[config.mk]
export PLATFORM = sky130hd
export DESIGN_NAME = branch_cmp_arbiter
export DESIGN_NICKNAME = d
export VERILOG_FILES = /design/src/rtl/branch_cmp_arbiter.sv
export SDC_FILE = /design/constraint.sdc
export NUM_CORES = 1
export LEC_CHECK = 0
export BUFFER_PORTS_ARGS = -buffer_cell sky130_fd_sc_hd__buf_2
export CAP_MARGIN = 25
export CORE_MARGIN = 10
export CORE_UTILIZATION = 24
export CTS_BUF_LIST = sky130_fd_sc_hd__clkbuf_8
export DETAILED_ROUTE_END_ITERATION = 7
export SLEW_MARGIN = 40
export SYNTH_ARGS = -nofsm -noshare
export SYNTH_HDL_FRONTEND = slang
export SYNTH_SLANG_ARGS = --single-unit
export TNS_END_PERCENT = 10
[constraint.sdc]
create_clock -name clk -period 11.9 [get_ports clk]
set_input_delay 3.57 -clock clk [delete_from_list [all_inputs] [get_ports clk]]
set_output_delay 3.57 -clock clk [all_outputs]
set_load 0.005 [all_outputs]
[src/rtl/branch_cmp_arbiter.sv]
// Two-requester branch comparator with a single registered response slot.
// Round-robin arbitration on ties; counts accepted compares and taken results.
module branch_cmp_arbiter #(
    parameter int XLEN  = 32,
    parameter int CNT_W = 16
) (
    input  logic             clk,
    input  logic             reset,

    input  logic             req0_valid,
    output logic             req0_ready,
    input  logic [2:0]       req0_funct3,
    input  logic [XLEN-1:0]  req0_rs1,
    input  logic [XLEN-1:0]  req0_rs2,

    input  logic             req1_valid,
    output logic             req1_ready,
    input  logic [2:0]       req1_funct3,
    input  logic [XLEN-1:0]  req1_rs1,
    input  logic [XLEN-1:0]  req1_rs2,

    output logic             rsp_valid,
    input  logic             rsp_ready,
    output logic             rsp_id,
    output logic             rsp_taken,
    output logic             rsp_err,

    output logic [CNT_W-1:0] cmp_count,
    output logic [CNT_W-1:0] taken_count
);

    localparam logic ST_EMPTY = 1'b0;
    localparam logic ST_FULL  = 1'b1;

    localparam logic [CNT_W-1:0] CNT_ONE = CNT_W'(1);

    logic            state;
    logic            last_grant;
    logic            slot_open;
    logic            gnt0;
    logic            gnt1;
    logic            grant;
    logic [2:0]      sel_funct3;
    logic [XLEN-1:0] sel_rs1;
    logic [XLEN-1:0] sel_rs2;
    logic            dec_taken;
    logic            dec_err;

    // Readies are forced low while reset is asserted so no handshake can complete.
    assign slot_open = !reset && ((state == ST_EMPTY) || rsp_ready);

    assign gnt0  = slot_open && req0_valid && (!req1_valid || last_grant);
    assign gnt1  = slot_open && req1_valid && (!req0_valid || !last_grant);
    assign grant = gnt0 || gnt1;

    assign req0_ready = gnt0;
    assign req1_ready = gnt1;
    assign rsp_valid  = (state == ST_FULL);

    assign sel_funct3 = gnt1 ? req1_funct3 : req0_funct3;
    assign sel_rs1    = gnt1 ? req1_rs1    : req0_rs1;
    assign sel_rs2    = gnt1 ? req1_rs2    : req0_rs2;

    always_comb begin
        dec_taken = 1'b0;
        dec_err   = 1'b0;
        case (sel_funct3)
            3'b000:  dec_taken = (sel_rs1 == sel_rs2);
            3'b001:  dec_taken = (sel_rs1 != sel_rs2);
            3'b100:  dec_taken = ($signed(sel_rs1) <  $signed(sel_rs2));
            3'b101:  dec_taken = !($signed(sel_rs1) < $signed(sel_rs2));
            3'b110:  dec_taken = (sel_rs1 <  sel_rs2);
            3'b111:  dec_taken = !(sel_rs1 < sel_rs2);
            default: dec_err   = 1'b1;
        endcase
    end

    always_ff @(posedge clk or posedge reset) begin
        if (reset) begin
            state       <= ST_EMPTY;
            last_grant  <= 1'b1;
            rsp_id      <= 1'b0;
            rsp_taken   <= 1'b0;
            rsp_err     <= 1'b0;
            cmp_count   <= '0;
            taken_count <= '0;
        end else begin
            if (grant) begin
                state      <= ST_FULL;
                last_grant <= gnt1;
                rsp_id     <= gnt1;
                rsp_taken  <= dec_taken;
                rsp_err    <= dec_err;
                cmp_count  <= cmp_count + CNT_ONE;
                if (dec_taken) begin
                    taken_count <= taken_count + CNT_ONE;
                end
            end else if ((state == ST_FULL) && rsp_ready) begin
                state <= ST_EMPTY;
            end
        end
    end

endmodule

==> results.sh <==
export IMPL_status="finished clean"
export IMPL_vias=3025
export IMPL_synth_edf_count=0
export IMPL_cts_inserted_buffers=5
export IMPL_ctsHoldBuffers=0
export IMPL_syn2layout_area_growth_pct=37.7
export IMPL_ant_nets=0
export IMPL_drtIter0Drc=73
export IMPL_max_vdd_ir_drop_v=0.0000441
export IMPL_fin_crit_sh_pct=67.4
export IMPL_firstDrtPassIters=5
export IMPL_layout_drive_gt1_share_pct=46.0
export IMPL_synth_top_area_cell="dfrtp_1"
export IMPL_syn_inst=312
export IMPL_internal_power_uw=287
export IMPL_period_minus_slack_ns=8.02
export IMPL_num_rows=41
export IMPL_cts_resized=0
export IMPL_grt_max_degree=71
export IMPL_required_ns=8.33
export IMPL_tns_ns=0
export IMPL_syn_area_mm2=0.00316
export IMPL_synth_area_leaders="dfrtp_1 (29%), ha_1 (13%), mux2_2 (12%)"
export IMPL_dp_cells=655
export IMPL_power_uw=442
export IMPL_die_w_um=135
export IMPL_path_cells="buf_2 -> nor2b_1 -> nor2_1 -> o211a_1 -> buf_2"
export IMPL_worstMarginPinSlew_ns=0.693
export IMPL_hpwl_um=9030
export IMPL_route_detailed_drc=0
export IMPL_fin_ws_ns=3.88
export IMPL_yosysTopAreaCellShare_pct=28.5
export IMPL_p_per_area_mw_per_mm2=102
export IMPL_cap_violations=0
export IMPL_dieArea_mm2=0.0182
export IMPL_cts_root_buf="clkbuf_8"
export IMPL_syn_avg_cell_area_um2=10.1
export IMPL_worst_setup_path_type="input port to primary output"
export IMPL_max_stage_delay_ns=0.30
export IMPL_synthArstFlopShare_pct=100
export IMPL_instances_no_fill=663
export IMPL_grt_pass1_wl_um=16500
export IMPL_final_max_slew_viol_count=0
export IMPL_diodes=0
export IMPL_syn_nets=485
export IMPL_antenna_found_initial=2
export IMPL_initial_core_util_pct=24.7
export IMPL_rsz0062_at_grt="no"
export IMPL_crit_arrival_ns=4.45
export IMPL_crit_fanout=5
export IMPL_post_drt_via_cell_ratio=4.56
export IMPL_yosysSeqAreaShare_pct=29.3
export IMPL_tritoncts="done"
export IMPL_fmax_mhz=125
export IMPL_grt_usage_pct=10.9
export IMPL_synth_most_common_cell="mux2i_1"
export IMPL_cts_sinks=37
export IMPL_critPathCaptureType="primary output"
export IMPL_yosysUniqueCellTypes=46
export IMPL_swShare_pct=35.0
export IMPL_p_comb_share_pct=37.6
export IMPL_pwr_share_seq_pct=40.6
export IMPL_yosys_warnings=0
export IMPL_synth_commonest_cells="mux2i_1 (37), dfrtp_1 (36), ha_1 (34)"
export IMPL_portBuffers=176
export IMPL_wl_per_cell_um=15.6
export IMPL_hold_ws_ns=0.464
export IMPL_overflow=0
export IMPL_post_cts_setup_buffers=0
export IMPL_grt_pass1_vias=3372
export IMPL_die_y_um=135
export IMPL_coreArea_mm2=0.0128
export IMPL_finClkSkew_ns=0.00863
export IMPL_clockPowerShare_pct=21.8
export IMPL_io_pins=177
export IMPL_cp_start_kind="input port"
export IMPL_hold_class="register to register"
export IMPL_ys_seq_elements=37
export IMPL_hold_violations=0
export IMPL_place_congestion=0.779
export IMPL_finalSetupViolCount=0
export IMPL_htree_levels=2
export IMPL_path_clk_slew_ns=0.07
export IMPL_dp_slack_ns=3.89
export IMPL_slew_headroom_pct=53.8
export IMPL_slowest_stage="nor2b_1"
export IMPL_wirelength_um=10400
export IMPL_synth_ff_type="dfrtp_1"
export IMPL_p_switching_uw=155
export IMPL_finalNetCount=663
export IMPL_leakage_nw=2.20
export IMPL_worst_path_most_repeated_cell="buf_2"
export IMPL_clkLatencyLatePin_ns=0.29
export IMPL_cts_buffer_depth=2
==> layout by cell type (no fill, tap or decap), types with 2 or more instances in the layout <==
master	synthesis	final
a31oi_1	2	2
xnor2_1	16	16
nor2_1	7	7
buf_2	1	176
xor2_1	16	16
clkbuf_8	0	7
mux2i_1	37	37
o21ai_0	3	3
a21oi_1	13	13
ha_1	34	34
inv_1	4	4
nand4_1	13	13
nor2b_1	2	2
nor4_1	4	4
a21o_1	3	3
mux2_2	33	33
nand2_1	24	24
nor3_1	9	9
buf_4	0	2
and3_1	6	6
nand2b_1	3	3
nand3_1	16	16
dfrtp_1	36	36
==> final cells by class <==
type                       count  area [um2]
sequential                    37         927
tap                          172         215
fill                        1299        8420
multi-input combinational    262        2180
timing repair buffer         179         907
clock inverter                 1        5.00
clock buffer                   7        96.3
inverter                       5        18.8
==> per-layer routing <==
| metal | vias up | track usage [%] | wire length [um] |
|---|---|---|---|
| met2 | 118 | 19.6 | 5130 |
| met3 | 10 | 4.49 | 974 |
| met5 | - | 0 | 23 |
| li1 | 1519 | - | - |
| met1 | 1374 | 11.9 | 4160 |
| met4 | 4 | 1.93 | 79 |
==> worst max-delay path: cells and delay by family <==
family                 cells  cell delay (ns)
AO/OA/AOI/OAI              1             0.18
buffers and inverters      2             0.23
AND/OR/NAND/NOR            2             0.46
==> power by group through the flow <==
| stage | registers (mW) | clock network, mW | logic, mW |
|---|---|---|---|
| after floorplan | 0.176 | 0 | 0.0961 |
| after global placement | 0.180 | 0 | 0.166 |
| after detailed placement | 0.181 | 0 | 0.169 |
| after CTS | 0.179 | 0.100 | 0.170 |
| after global routing | 0.183 | 0.106 | 0.190 |
| final | 0.179 | 0.0962 | 0.166 |
==> path summary, 6_finish.rpt <==
| path | from | endpoint | slack (ns) | depth (start not counted) |
|---|---|---|---|---|
| worst max-delay path | rsp_ready | req0_ready | 3.88 | 5 |
| worst min register to register | cmp_count[15] | cmp_count[15] | 0.46 | 1 |
| worst min-delay path | cmp_count[15] | cmp_count[15] | 0.46 | 1 |
| worst max register to register | rsp_valid | taken_count[1] | 7.19 | 14 |
| min in group asynchronous | reset | cmp_count[6] | 3.43 | 3 |
| max in group asynchronous | reset | last_grant | 8.12 | 3 |
==> flip-flops by register name, summed over array words and instances (netlist names) <==
signal       count
rsp_valid        1
last_grant       1
rsp_id           1
cmp_count       16
rsp_err          1
rsp_taken        1
taken_count     16
==> kinds of logic after synthesis <==
family	share of synthesized area, %
compound gates	7.52
xor+xnor	8.87
simple gates	15.7
buf+inv	1.58
mux	23.5
fa+ha+maj	13.5
flops	29.3
==> stage by stage <==
stage	utilization, %	area [um2]
6_report	34.1	4350
3_5_place_dp	33.3	4250
2_1_floorplan	-	3160
5_1_grt	34.1	4350
4_1_cts	34.1	4350
3_3_place_gp	33.2	4250
No activity file was read; power rests on OpenSTA's default activity.
